--- config.mk ---
export PLATFORM = sky130hd
export DESIGN_NAME = m68k_dtack_responder_flat
export DESIGN_NICKNAME = d
export VERILOG_FILES = /design/src/rtl/m68k_dtack_responder_if.sv /design/src/rtl/m68k_dtack_responder.sv /design/src/flat_wrapper.sv
export SDC_FILE = /design/constraint.sdc
export NUM_CORES = 1
export LEC_CHECK = 0
export ABC_AREA = 1
export BUFFER_PORTS_ARGS = -buffer_cell sky130_fd_sc_hd__buf_2
export CORE_MARGIN = 5
export CORE_UTILIZATION = 50
export DETAILED_ROUTE_END_ITERATION = 16
export GPL_ROUTABILITY_DRIVEN = 0
export PLACE_DENSITY = 0.74
export SKIP_CTS_REPAIR_TIMING = 1
export SLEW_MARGIN = 20
export SYNTH_ARGS = -nofsm -noshare
export SYNTH_HDL_FRONTEND = slang
export SYNTH_SLANG_ARGS = --single-unit
--- constraint.sdc ---
create_clock -name Clk -period 2.6 [get_ports Clk]
set_input_delay 0 -clock Clk [delete_from_list [all_inputs] [get_ports Clk]]
set_output_delay 0 -clock Clk [all_outputs]
set_load 0.01 [all_outputs]
--- src/rtl/m68k_dtack_responder_if.sv ---
// 68000 bus-cycle signals that pass between the CPU/decoder side and the DTACK responder.
// The master side drives strobes, selects and downstream acknowledges; the slave terminates cycles.
interface m68k_dtack_responder_if;
    logic       AS_L;
    logic       UDS_L;
    logic       LDS_L;
    logic       OnChipRomSelect_H;
    logic       OnChipRamSelect_H;
    logic       DramSelect_H;
    logic       IOSelect_H;
    logic       CanBusSelect_H;
    logic       GraphicsCS_L;
    logic       DramDtack_L;
    logic       GraphicsDtack_L;
    logic       Dtack_L;
    logic       BErr_L;
    logic [2:0] BusyRegion;

    modport master (
        output AS_L, UDS_L, LDS_L,
        output OnChipRomSelect_H, OnChipRamSelect_H, DramSelect_H,
        output IOSelect_H, CanBusSelect_H, GraphicsCS_L,
        output DramDtack_L, GraphicsDtack_L,
        input  Dtack_L, BErr_L, BusyRegion
    );

    modport slave (
        input  AS_L, UDS_L, LDS_L,
        input  OnChipRomSelect_H, OnChipRamSelect_H, DramSelect_H,
        input  IOSelect_H, CanBusSelect_H, GraphicsCS_L,
        input  DramDtack_L, GraphicsDtack_L,
        output Dtack_L, BErr_L, BusyRegion
    );
endinterface

--- src/rtl/m68k_dtack_responder.sv ---
// Terminates 68000 bus cycles with Dtack_L after per-region wait states, forwards DRAM/graphics
// handshakes, and raises BErr_L for unmapped addresses or when the watchdog expires.
module m68k_dtack_responder #(
    parameter int ROM_WAIT = 1,
    parameter int RAM_WAIT = 1,
    parameter int IO_WAIT  = 4,
    parameter int CAN_WAIT = 8,
    parameter int TIMEOUT  = 255,
    parameter int CNT_W    = 8
) (
    input  logic                   Clk,
    input  logic                   Reset_H,
    m68k_dtack_responder_if.slave  bus
);

    typedef enum logic [1:0] {
        S_IDLE,
        S_WAIT,
        S_ACK,
        S_BERR
    } state_t;

    typedef enum logic [2:0] {
        R_NONE = 3'd0,
        R_ROM  = 3'd1,
        R_RAM  = 3'd2,
        R_DRAM = 3'd3,
        R_IO   = 3'd4,
        R_CAN  = 3'd5,
        R_GFX  = 3'd6
    } region_t;

    localparam logic [CNT_W-1:0] LP_ROM_WAIT   = CNT_W'(ROM_WAIT);
    localparam logic [CNT_W-1:0] LP_RAM_WAIT   = CNT_W'(RAM_WAIT);
    localparam logic [CNT_W-1:0] LP_IO_WAIT    = CNT_W'(IO_WAIT);
    localparam logic [CNT_W-1:0] LP_CAN_WAIT   = CNT_W'(CAN_WAIT);
    // The watchdog holds the number of WAIT clocks already elapsed, so expiry is one short of TIMEOUT.
    localparam logic [CNT_W-1:0] LP_TIMEOUT_M1 = CNT_W'(TIMEOUT - 1);
    localparam logic [CNT_W-1:0] LP_ONE        = {{(CNT_W-1){1'b0}}, 1'b1};

    state_t           r_state;
    state_t           w_next_state;
    region_t          r_region;
    region_t          w_sel_region;
    logic [CNT_W-1:0] r_wait_cnt;
    logic [CNT_W-1:0] r_wdog;
    logic [CNT_W-1:0] w_sel_wait;
    logic             r_dtack_l;
    logic             r_berr_l;
    logic             w_strobe;
    logic             w_ack;
    logic             w_timeout;

    assign w_strobe  = !bus.AS_L && (!bus.UDS_L || !bus.LDS_L);
    assign w_timeout = (r_wdog == LP_TIMEOUT_M1);

    // Priority decode of the selects: ROM > RAM > DRAM > IO > CAN > GFX.
    always_comb begin
        // NOTE: every combinational output gets a default first so no path leaves it unassigned (no latch).
        w_sel_region = R_NONE;
        w_sel_wait   = '0;
        if (bus.OnChipRomSelect_H) begin
            w_sel_region = R_ROM;
            w_sel_wait   = LP_ROM_WAIT;
        end else if (bus.OnChipRamSelect_H) begin
            w_sel_region = R_RAM;
            w_sel_wait   = LP_RAM_WAIT;
        end else if (bus.DramSelect_H) begin
            w_sel_region = R_DRAM;
        end else if (bus.IOSelect_H) begin
            w_sel_region = R_IO;
            w_sel_wait   = LP_IO_WAIT;
        end else if (bus.CanBusSelect_H) begin
            w_sel_region = R_CAN;
            w_sel_wait   = LP_CAN_WAIT;
        end else if (!bus.GraphicsCS_L) begin
            w_sel_region = R_GFX;
        end
    end

    always_comb begin
        w_ack = 1'b0;
        case (r_region)
            R_ROM, R_RAM, R_IO, R_CAN: w_ack = (r_wait_cnt == '0);
            R_DRAM:                    w_ack = !bus.DramDtack_L;
            R_GFX:                     w_ack = !bus.GraphicsDtack_L;
            default:                   w_ack = 1'b0;
        endcase
    end

    always_comb begin
        w_next_state = r_state;
        case (r_state)
            S_IDLE: begin
                if (w_strobe) begin
                    w_next_state = (w_sel_region == R_NONE) ? S_BERR : S_WAIT;
                end
            end
            S_WAIT: begin
                // Abort beats acknowledge, and acknowledge beats the watchdog.
                if (bus.AS_L) begin
                    w_next_state = S_IDLE;
                end else if (w_ack) begin
                    w_next_state = S_ACK;
                end else if (w_timeout) begin
                    w_next_state = S_BERR;
                end
            end
            S_ACK, S_BERR: begin
                if (bus.AS_L) begin
                    w_next_state = S_IDLE;
                end
            end
            default: w_next_state = S_IDLE;
        endcase
    end

    always_ff @(posedge Clk) begin
        // NOTE: reset is synchronous; counters and the latched region are cleared with the state so nothing survives it.
        if (Reset_H) begin
            r_state    <= S_IDLE;
            r_region   <= R_NONE;
            r_wait_cnt <= '0;
            r_wdog     <= '0;
            r_dtack_l  <= 1'b1;
            r_berr_l   <= 1'b1;
        end else begin
            // NOTE: non-blocking assignments keep every register update based on pre-edge values.
            r_state   <= w_next_state;
            r_dtack_l <= (w_next_state != S_ACK);
            r_berr_l  <= (w_next_state != S_BERR);

            case (r_state)
                S_IDLE: begin
                    if (w_strobe) begin
                        r_region   <= w_sel_region;
                        r_wait_cnt <= w_sel_wait;
                        r_wdog     <= '0;
                    end
                end
                S_WAIT: begin
                    r_wdog <= r_wdog + LP_ONE;
                    if (r_wait_cnt != '0) begin
                        r_wait_cnt <= r_wait_cnt - LP_ONE;
                    end
                end
                default: ;
            endcase

            if (w_next_state == S_IDLE) begin
                r_region <= R_NONE;
            end
        end
    end

    assign bus.Dtack_L    = r_dtack_l;
    assign bus.BErr_L     = r_berr_l;
    assign bus.BusyRegion = r_region;

endmodule

--- src/flat_wrapper.sv ---
// flat-port wrapper written by rule: the top's interface ports become plain ports
module m68k_dtack_responder_flat 
#(
    parameter int ROM_WAIT = 1,
    parameter int RAM_WAIT = 1,
    parameter int IO_WAIT  = 4,
    parameter int CAN_WAIT = 8,
    parameter int TIMEOUT  = 255,
    parameter int CNT_W    = 8
)
  (Clk, Reset_H, bus_AS_L, bus_UDS_L, bus_LDS_L, bus_OnChipRomSelect_H, bus_OnChipRamSelect_H, bus_DramSelect_H, bus_IOSelect_H, bus_CanBusSelect_H, bus_GraphicsCS_L, bus_DramDtack_L, bus_GraphicsDtack_L, bus_Dtack_L, bus_BErr_L, bus_BusyRegion);
  m68k_dtack_responder_if bus_i ();
  input  logic Clk;
  input  logic Reset_H;
  input wire logic [$bits(bus_i.AS_L)-1:0] bus_AS_L;
  input wire logic [$bits(bus_i.UDS_L)-1:0] bus_UDS_L;
  input wire logic [$bits(bus_i.LDS_L)-1:0] bus_LDS_L;
  input wire logic [$bits(bus_i.OnChipRomSelect_H)-1:0] bus_OnChipRomSelect_H;
  input wire logic [$bits(bus_i.OnChipRamSelect_H)-1:0] bus_OnChipRamSelect_H;
  input wire logic [$bits(bus_i.DramSelect_H)-1:0] bus_DramSelect_H;
  input wire logic [$bits(bus_i.IOSelect_H)-1:0] bus_IOSelect_H;
  input wire logic [$bits(bus_i.CanBusSelect_H)-1:0] bus_CanBusSelect_H;
  input wire logic [$bits(bus_i.GraphicsCS_L)-1:0] bus_GraphicsCS_L;
  input wire logic [$bits(bus_i.DramDtack_L)-1:0] bus_DramDtack_L;
  input wire logic [$bits(bus_i.GraphicsDtack_L)-1:0] bus_GraphicsDtack_L;
  output wire logic [$bits(bus_i.Dtack_L)-1:0] bus_Dtack_L;
  output wire logic [$bits(bus_i.BErr_L)-1:0] bus_BErr_L;
  output wire logic [$bits(bus_i.BusyRegion)-1:0] bus_BusyRegion;
  assign bus_i.AS_L = bus_AS_L;
  assign bus_i.UDS_L = bus_UDS_L;
  assign bus_i.LDS_L = bus_LDS_L;
  assign bus_i.OnChipRomSelect_H = bus_OnChipRomSelect_H;
  assign bus_i.OnChipRamSelect_H = bus_OnChipRamSelect_H;
  assign bus_i.DramSelect_H = bus_DramSelect_H;
  assign bus_i.IOSelect_H = bus_IOSelect_H;
  assign bus_i.CanBusSelect_H = bus_CanBusSelect_H;
  assign bus_i.GraphicsCS_L = bus_GraphicsCS_L;
  assign bus_i.DramDtack_L = bus_DramDtack_L;
  assign bus_i.GraphicsDtack_L = bus_GraphicsDtack_L;
  assign bus_Dtack_L = bus_i.Dtack_L;
  assign bus_BErr_L = bus_i.BErr_L;
  assign bus_BusyRegion = bus_i.BusyRegion;
  m68k_dtack_responder #(.ROM_WAIT(ROM_WAIT), .RAM_WAIT(RAM_WAIT), .IO_WAIT(IO_WAIT), .CAN_WAIT(CAN_WAIT), .TIMEOUT(TIMEOUT), .CNT_W(CNT_W)) u_core (.Clk(Clk), .Reset_H(Reset_H), .bus(bus_i));
endmodule
* After elaboration in Yosys (flattened, before gate mapping)
Cells that the tools add are included.
** Storage, ports and cells
- Register bits after elaboration :: 23
- Input port bits :: 13
- Output and inout port bits :: 5
- Logic and storage cells :: 65
** Cells by class
- $add $sub $neg :: 2
- Eq/ne operators :: 14
- Mux-type cells :: 24
- Reductions and logical operators :: 19
** Operator list (count)
- $mux 8 :: 7
- $pmux 8 s2 :: 2
- $mux 3 :: 6
- $mux 2 :: 6
- $eq 3x3->1 const B :: 3
- $add 8x1->8 const B :: 1
- $eq 8x8->1 const B :: 1
- $logic_not 8->1 :: 1
- $reduce_bool 8->1 :: 1
- $sub 8x1->8 const B :: 1
- $eq 3x2->1 const B :: 2
- $pmux 2 s3 :: 1
- $logic_not 1->1 :: 5
- $eq 2x2->1 const B :: 2
- $logic_not 2->1 :: 2
- $mux 4 :: 1
- $ne 2x1->1 const B :: 2
- $ne 2x2->1 const B :: 2
- $reduce_and 2->1 :: 2
- $reduce_or 2->1 :: 2
- $reduce_or 4->1 :: 1
- $eq 3x1->1 const B :: 1
- $logic_not 3->1 :: 1
- $pmux 1 s3 :: 1
- other kinds (5) :: 5

* Longest topological paths before layout
Gate-level depths: netlist of the first run.
- Word-level depth :: 12
- Gate-level depth with buffers :: 11
- Gate-level depth less buffers :: 11

* Worst setup path before layout of the first run
No wires, ideal clock.
- Path kind :: reg-to-reg
- Start point :: reg u_core.r_wait_cnt[0]
- End point :: reg u_core.r_region[0] (netlist: u_core.bus.BusyRegion[0])
- Library setup time :: 0.120 ns
- Arrival :: 1.218 ns
- Required time :: 2.480 ns
- Slack :: 1.262 ns
- Cell stages (with the launch flop) :: 12
- Path buffers :: 0
- Period minus slack after synthesis :: 1.338 ns
- Cell sequence :: dfxtp_1 > inv_1 > ha_1 > nand2_1 > nor2_2 > nand3_1 > nand2_1 > nand2_1 > nand2_1 > nand2_1 > nand2_1 > a21oi_1
** Between the ends
- Cells in the longest elaborated chain, start to end :: 7
** Ends and longest elaborated chain
- start, declared :: line m68k_dtack_responder.sv:45 : logic [CNT_W-1:0] r_wait_cnt;
- start signal, assigned :: line m68k_dtack_responder.sv:137 : r_wait_cnt <= w_sel_wait;
- start signal, assigned :: line m68k_dtack_responder.sv:144 : r_wait_cnt <= r_wait_cnt - LP_ONE;
- $logic_not 8->1 :: line m68k_dtack_responder.sv:84 : R_ROM, R_RAM, R_IO, R_CAN: w_ack = (r_wait_cnt == '0);
- $pmux 1 s3 :: line m68k_dtack_responder.sv:83 : case (r_region)
- $mux 2 :: line m68k_dtack_responder.sv:103 : end else if (w_ack) begin
- $mux 2 :: line m68k_dtack_responder.sv:101 : if (bus.AS_L) begin
- $pmux 2 s3 :: line m68k_dtack_responder.sv:93 : case (r_state)
- $logic_not 2->1 :: line m68k_dtack_responder.sv:150 : if (w_next_state == S_IDLE) begin
- $reduce_or 2->1 (no line)
- end signal, assigned :: line m68k_dtack_responder.sv:136 : r_region <= w_sel_region;
- end, declared :: line m68k_dtack_responder.sv:43 : region_t r_region;
Every way passes these cells.
A chain may end at the register's enable or synchronous reset.

* Final worst setup path of the first run
Same ends and word-level chain as after synthesis.

==> results of run 1 <==
[cell families after synthesis]
group,after synthesis,synth area share
AND/OR/NAND/NOR,85,0.3125
AO/OA/AOI/OAI,38,0.1667
buffers and inverters,34,0.1121
flip-flops,23,0.3651
adder cells (fa/ha/maj),3,0.02977
XOR/XNOR,2,0.01389
[state kept, by name, summed over array words and instances (netlist names)]
register / flops
u_core.r_wdog: 8
u_core.r_state: 2
u_core.bus.Dtack_L: 1
u_core.bus.BErr_L: 1
u_core.r_wait_cnt: 8
u_core.bus.BusyRegion: 3
[synth_stat cells (3+ instances only)]
cell type / n / area [sq um]
dfxtp_1: 23 / 460.4
nor3_1: 6 / 30.03
o21ai_0: 12 / 60.06
ha_1: 3 / 37.54
nand2_1: 34 / 127.6
nand3_1: 10 / 50.05
nand2_2: 5 / 31.28
a21oi_1: 17 / 85.08
nor2_2: 3 / 18.77
inv_1: 28 / 105.1
nor2_1: 21 / 78.83
[where the power goes]
part / total, mW / switching (mW) / internal (mW)
registers: 0.405 / 0.0228 / 0.383
logic: 0.269 / 0.174 / 0.0946
clock network: 0.166 / 0.109 / 0.0574
[placed cells by master (no fill, tap or decap)]
cell and n:
a31oi_1 2, a211oi_1 2, ha_1 3, a21oi_1 17, nand3_1 10, nor3b_1 1, inv_2 1, nand2_4 1
a21o_1 1, nor2_1 21, xor2_1 2, dfxtp_1 23, o21bai_1 1, inv_4 2, nand4_2 1, nand2_2 5
o22ai_1 1, o21a_1 1, nand4_1 1, buf_2 17, nor3_1 6, nand2_1 34, clkbuf_4 3, dlygate4sd3_1 1
clkinv_2 1, o21ai_0 12, nor2_2 3, a221oi_1 1, nand3_2 2, inv_1 28
[critical path, stage by stage, from the launching register on]
cell and delay, ns:
dfxtp_1 0.33, inv_1 0.09, ha_1 0.20, nand2_1 0.11, nor2_2 0.17, nand3_1 0.11
nand2_1 0.07, nand2_1 0.04, nand2_1 0.05, nand2_1 0.07, nand2_1 0.14, a21oi_1 0.08
[cell type report]
cell class / count / share of cell area
Multi-Input combinational cell: 128 / 0.4705
Sequential cell: 23 / 0.3286
Inverter: 31 / 0.08661
Tap cell: 30 / 0.02679
Clock inverter: 1 / 0.003571
Timing Repair Buffer: 18 / 0.06786
Clock buffer: 3 / 0.01607
[worst max path at each step]
stage / cells past startpoint / slack [ns] / endpoint / start
final: 11 / 1.05 / u_core.bus.BusyRegion[0]$_SDFFE_PP0P_ / u_core.r_wait_cnt[0]$_SDFFE_PP0P_
after detailed placement: 11 / 1.06 / u_core.bus.BusyRegion[0]$_SDFFE_PP0P_ / u_core.r_wait_cnt[0]$_SDFFE_PP0P_
after floorplan: 11 / 1.26 / u_core.bus.BusyRegion[0]$_SDFFE_PP0P_ / u_core.r_wait_cnt[0]$_SDFFE_PP0P_
after CTS: 11 / 1.06 / u_core.bus.BusyRegion[0]$_SDFFE_PP0P_ / u_core.r_wait_cnt[0]$_SDFFE_PP0P_
after global routing: 11 / 0.86 / u_core.bus.BusyRegion[2]$_SDFFE_PP0P_ / u_core.r_wait_cnt[0]$_SDFFE_PP0P_
after global placement: 11 / 1.07 / u_core.bus.BusyRegion[2]$_SDFFE_PP0P_ / u_core.r_wait_cnt[0]$_SDFFE_PP0P_
[metrics by stage]
step / worst slack [ns] / hold WS (ns)
after global placement: 1.069 / 0.2854
after floorplan: 1.262 / 0.1864
after CTS: 1.056 / -0.06582
after detailed placement: 1.064 / 0.2842
final: 1.045 / -0.002304
after global routing: 0.8570 / 0.008186
[layer usage]
| layer | global-route usage | part of all wire | vias up | wire (microns) |
|---|---|---|---|---|
| met5 | 0 | 0 | - | 0 |
| met4 | 0.06013 | 0.0080 | 0 | 21 |
| met3 | 0.01944 | 0.038 | 4 | 100 |
| met2 | 0.3071 | 0.51 | 18 | 1331 |
| met1 | 0.1945 | 0.45 | 561 | 1166 |
| li1 | - | - | 634 | - |
==> results.md, run 1 <==
* DRC at 0
* Worst hold path class: primary input to flip-flop
* Cell Area, Synth at 1261 sq um
* Core region area at 2455 sq um
* Row count at 18
* Ys Warns at 0
* Fin cells at 234
* Yosys reg bits at 23
* Final Skew at 0.005050 ns
* Largest net degree at the start of global routing at 16
* FILL cells at 251
* Multi-input gate area at 659.4 sq um
* Hold_ws at -0.002304 ns
* Syn nets at 201
* Fin. max-slew vios at 0
* Worst Path Arrival at 1.76 ns
* Tmin final at 1.555 ns
* Final Hold Viols at 1
* Clk sinks at 23
* Final ANT Viol Nets at 0
* DP HPWL at 2.061 mm
* RSZ-0062 raised after global routing: false
* Io pins at 18
* Cells after synthesis at 185
* Dpl cells at 229
* ANT cells at 0
* Final setup violating endpoints at 0
* Port-buffer cells at 17
* Hold path cells at 3
* Worst Setup Start Kind: flip-flop
* CP Class: flip-flop to flip-flop
* Root Driver: clkbuf_4
* Layout cells sized above 1 at 0.1765
* Pwr/cell area at 599.6 nW/um^2
* Hold Path Origin: bus_CanBusSelect_H
* Design Area, Final at 1401 sq um
* Routed WL at 2.619 mm
* EDFF count, synth at 0
* Initial antenna violation count at 0
* Async set or reset register ratio after synthesis at 0
* Failing checks: hold timing
* Slew HR at 0.7208
* Least-Margin Pin Slew at 0.4178 ns
* Worst skew pair latency at 0.31 ns
* Vias per inst at 5.201
* Die Wd at 60.23 microns
* Final Cycle Share at 0.5981
* CTS tree: done
* Post-layout util at 0.5708
* H-tree depth at 1
* R2R cell count at 11
* Peak supply drop at 0.3167 mV
* Fmax at 643.1 MHz
* Worst Hold Path EP: u_core.r_wait_cnt[3]$_SDFFE_PP0P_
* R2R setup slack at 1.05 ns
* Worst r2r src: u_core.r_wait_cnt[0]$_SDFFE_PP0P_
* Pwr Total at 840.3 uW
* First-pass DRT Iterations at 5
* # Max-Cap Violations at 0
* Area growth from synthesis to layout at 11.11%
* Die height at 60.23 microns
* Nets at 221
* Clock slew at reported path FFs at 0.12 ns
* Status: complete, but fails checks
* Seq/Total Area, Yosys at 0.3651
* Die area at 3627 sq um
* Total gr overflow at 0
* Post-synth top flop: dfxtp_1
* CP Capture Type: flip-flop
* CTS max path bufs at 2
* Placed Area at 1364 sq um
* Avg Inst Size Synth at 6.817 sq um
* Reg2reg end: u_core.bus.BusyRegion[0]$_SDFFE_PP0P_
* Via count at 1217
* Leakage at 0.6189 nW
* DR iter-0 viols at 45
* Global-route wire length before repair at 4.692 mm
* Num CTS Buffers at 3
* Number of distinct library cells after synthesis at 29
* WL per Instance at 11.19 microns
* Vias in the first global route at 1207
* Setup_tns at 0 ns
* Initial Util at 0.5138
* Reg area at 460.4 sq um
* Critical path data required time at 2.81 ns
* Gr usage total at 0.1667
* Max FO, Critical Path at 4
No activity file was read; power rests on OpenSTA's default activity.
==> run 2, diff against run 1 <==
--- a/config.mk
+++ b/config.mk
@@ -5,13 +5,13 @@
 export SDC_FILE = /design/constraint.sdc
 export NUM_CORES = 1
 export LEC_CHECK = 0
-export ABC_AREA = 1
+export ABC_AREA = 0
 export BUFFER_PORTS_ARGS = -buffer_cell sky130_fd_sc_hd__buf_2
 export CORE_MARGIN = 5
 export CORE_UTILIZATION = 50
 export DETAILED_ROUTE_END_ITERATION = 16
 export GPL_ROUTABILITY_DRIVEN = 0
-export PLACE_DENSITY = 0.74
+export PLACE_DENSITY = 0.77
 export SKIP_CTS_REPAIR_TIMING = 1
 export SLEW_MARGIN = 20
 export SYNTH_ARGS = -nofsm -noshare
==> constraint.sdc (replaced) <==
create_clock -name Clk -period 1.4 [get_ports Clk]
set_input_delay 0 -clock Clk [delete_from_list [all_inputs] [get_ports Clk]]
set_output_delay 0 -clock Clk [all_outputs]
set_load 0.01 [all_outputs]
==> results.md, run 2 <==
* Status: complete, but fails checks (unchanged)
* Failing checks: setup timing (was hold timing)
* Final setup violating endpoints at 15 (was 0)
* Row count at 18 (unchanged)
* DRC at 0 (unchanged)
* CP peak stage delay at 0.35 ns (was 0.33 ns)
* Total gr overflow at 0 (unchanged)
* Routed WL at 3.100 mm (was 2.619 mm)
* EDFF count, synth at 0 (unchanged)
* Yosys reg bits at 23 (unchanged)
* Core region area at 2432 sq um (was 2455 sq um)
* Post-layout util at 0.6826 (was 0.5708)
* Setup crit end: u_core.bus.Dtack_L$_SDFF_PP1_ (was u_core.bus.BusyRegion[0]$_SDFFE_PP0P_)
* R2R setup slack at -0.28 ns (was 1.05 ns)
* H-tree depth at 1 (unchanged)
* DP HPWL at 2.259 mm (was 2.061 mm)
* FILL cells at 191 (was 251)
* CTS max path bufs at 2 (unchanged)
* First-pass DRT Iterations at 5 (unchanged)
* Worst hold path class: primary input to flip-flop (unchanged)
* # Max-Cap Violations at 0 (unchanged)
* Gr usage total at 0.1862 (was 0.1667)
* CP Cell Sequence: inv_2, ha_4, nor4b_4, buf_4, nand4_1, a31oi_2, or2_1, nand2_1 (was inv_1, ha_1, nand2_1, nor2_2, nand3_1, nand2_1, nand2_1, nand2_1, nand2_1, nand2_1, a21oi_1)
* Leakage at 0.6757 nW (was 0.6189 nW)
* Critical path data required time at 1.62 ns (was 2.81 ns)
* Max Used Layer: met4 (unchanged)
* Reg2reg end: u_core.bus.Dtack_L$_SDFF_PP1_ (was u_core.bus.BusyRegion[0]$_SDFFE_PP0P_)
* Slew HR at 0.7914 (was 0.7208)
* Final Cycle Share at 1.200 (was 0.5981)
* Worst Path Arrival at 1.90 ns (was 1.76 ns)
* Ys Warns at 0 (unchanged)
* Worst Slack Setup Final at -0.2797 ns (was 1.045 ns)
* Layout cells sized above 1 at 0.3980 (was 0.1765)
* Avg Inst Size Synth at 8.286 sq um (was 6.817 sq um)
* Worst skew pair latency at 0.32 ns (was 0.31 ns)
* Hold_ws at 0.01062 ns (was -0.002304 ns)
* R2R cell count at 8 (was 11)
* Initial Util at 0.5144 (was 0.5138)
* Vias in the first global route at 1256 (was 1207)
* Worst Setup Start Kind: flip-flop (unchanged)
* Die area at 3603 sq um (was 3627 sq um)
* Reg area at 469.2 sq um (was 460.4 sq um)
* Fin. max-slew vios at 0 (unchanged)
* Top-count cell post-synth: dfxtp_1 (was nand2_1)
* Post-synth top flop: dfxtp_1 (unchanged)
* Final Skew at 0.009255 ns (was 0.005050 ns)
* Post-synth top area share at 0.3680 (was 0.3651)
* DR WL met3 at 115 microns (was 100 microns)
* WL per Instance at 13.72 microns (was 11.19 microns)
* Pwr/cell area at 914.8 nW/um^2 (was 599.6 nW/um^2)
* Leading cell type in the layout, fill and taps excluded: buf_4 (was nand2_1)
* Global-route wire length before repair at 5.237 mm (was 4.692 mm)
* Nets at 213 (was 221)
* Clock slew at reported path FFs at 0.14 ns (was 0.12 ns)
* RSZ-0062 raised after global routing: true (was false)
* Setup_tns at -3.007 ns (was 0 ns)
* Commonest cells in the netlist: 23 x dfxtp_1, 18 x nor2_1, 12 x a21oi_1 (was 34 x nand2_1, 28 x inv_1, 23 x dfxtp_1)
* Port-buffer cells at 17 (unchanged)
* Top cells by area, synth: dfxtp_1 37%, nor2_1 5.4%, a21oi_1 4.8% (was dfxtp_1 37%, nand2_1 10%, inv_1 8.3%)
* CP Class: flip-flop to flip-flop (unchanged)
* Commonest non-fill, non-tap cells in the layout: 28 x buf_4, 18 x nor2_1, 17 x buf_2, 16 x dfxtp_1 (was 34 x nand2_1, 28 x inv_1, 23 x dfxtp_1, 21 x nor2_1)
* Peak supply drop at 0.6651 mV (was 0.3167 mV)
* Worst path slowest cell: dfxtp_2 (was dfxtp_1)
* Tmin final at 1.680 ns (was 1.555 ns)
* Worst r2r src: u_core.r_wait_cnt[1]$_SDFFE_PP0P_ (was u_core.r_wait_cnt[0]$_SDFFE_PP0P_)
* Cell taking the most area after synthesis: dfxtp_1 (unchanged)
* Clk sinks at 23 (unchanged)
* Cell Area, Synth at 1251 sq um (was 1261 sq um)
* DR iter-0 viols at 106 (was 45)
* Seq/Total Area, Yosys at 0.3680 (was 0.3651)
* Final ANT Viol Nets at 0 (unchanged)
* DRT met1 WL at 1.400 mm (was 1.166 mm)
* Num CTS Buffers at 3 (unchanged)
* Fmax at 595.3 MHz (was 643.1 MHz)
* Async set or reset register ratio after synthesis at 0 (unchanged)
* Syn nets at 167 (was 201)
* Crit. Startpoint: u_core.r_wait_cnt[1]$_SDFFE_PP0P_ (was u_core.r_wait_cnt[0]$_SDFFE_PP0P_)
* Io pins at 18 (unchanged)
* Die height at 60.03 microns (was 60.23 microns)
* Max FO, Critical Path at 3 (was 4)
* CTS tree: done (unchanged)
* Multi-input gate area at 797.0 sq um (was 659.4 sq um)
* Largest net degree at the start of global routing at 14 (was 16)
* ANT cells at 0 (unchanged)
* Final Hold Viols at 0 (was 1)
* CP Capture Type: flip-flop (unchanged)
* Cells after synthesis at 151 (was 185)
* Routed met2 length at 1.559 mm (was 1.331 mm)
* Design Area, Final at 1660 sq um (was 1401 sq um)
* Vias per inst at 5.695 (was 5.201)
* Number of distinct library cells after synthesis at 42 (was 29)
* Via count at 1287 (was 1217)
* Area growth from synthesis to layout at 32.70% (was 11.11%)
* Root Driver: clkbuf_4 (unchanged)
* Initial antenna violation count at 0 (unchanged)
* Die Wd at 60.03 microns (was 60.23 microns)
* Placed Area at 1556 sq um (was 1364 sq um)
* Least-Margin Pin Slew at 0.3116 ns (was 0.4178 ns)
==> run 2: kinds of logic (layout without fill, tap and decap cells) <==
kind of cell	count (synthesis)	after routing	share of synthesized area
AO/OA/AOI/OAI	39	39	0.2090
XOR/XNOR	6	6	0.04200
adder cells (fa/ha/maj)	3	3	0.03000
buffers and inverters	11	56	0.03600
flip-flops	23	23	0.3680
multiplexers	1	1	0.008999
AND/OR/NAND/NOR	68	68	0.3060
==> run 2: final cells by class <==
class / count / area share
inverter: 6 / 0.01356
multi-input combinational: 117 / 0.4800
timing repair buffer: 46 / 0.1846
clock buffer: 3 / 0.01356
sequential: 23 / 0.2826
tap: 30 / 0.02261
clock inverter: 1 / 0.003014
==> run 2: metal layers <==
layer | up-vias | global-route usage
li1 | 633 | -
met1 | 625 | 0.2285
met2 | 25 | 0.3287
met3 | 4 | 0.02808
met4 | 0 | 0.06013
met5 | - | 0
==> run 2: power breakdown <==
part | leakage [nW] | total (mW) | internal [mW] | switching [mW]
combinational | 0.468 | 0.481 | 0.249 | 0.233
sequential | 0.190 | 0.720 | 0.691 | 0.0286
clock | 0.0177 | 0.318 | 0.107 | 0.211
==> run 2: worst min-delay path by stage <==
stage / startpoint / to / slack (ns) / cells past startpoint
floorplan: Reset_H / u_core.r_state[0]$_SDFF_PP0_ / 0.07 / 1
global placement: bus_OnChipRomSelect_H / u_core.bus.BusyRegion[0]$_SDFFE_PP0P_ / 0.29 / 3
detailed placement: bus_OnChipRomSelect_H / u_core.bus.BusyRegion[0]$_SDFFE_PP0P_ / 0.31 / 3
CTS: bus_OnChipRomSelect_H / u_core.bus.BusyRegion[0]$_SDFFE_PP0P_ / -0.02 / 3
global route: Reset_H / u_core.r_wait_cnt[2]$_SDFFE_PP0P_ / 0.02 / 2
finish: bus_OnChipRomSelect_H / u_core.bus.BusyRegion[0]$_SDFFE_PP0P_ / 0.01 / 3
==> run 2: metrics by stage <==
| step | instances | setup WS, ns | power (mW) |
|---|---|---|---|
| 2_1_floorplan | 151 | -0.1026 | 0.9800 |
| 3_3_place_gp | 218 | -0.1394 | 1.136 |
| 3_5_place_dp | 218 | -0.2611 | 1.151 |
| 4_1_cts | 222 | -0.3065 | 1.463 |
| 5_1_grt | 226 | -0.4089 | 1.598 |
| 6_report | 226 | -0.2797 | 1.519 |
==> run 2: worst max-delay path, delay by kind of cell (launching register included) <==
kind	cells	cell delay (ns)
and+or+nand+nor	4	0.62
DFF	1	0.35
AOI/OAI and AO/OA	1	0.25
adders and majority gates	1	0.13
buffers and inverters	2	0.24
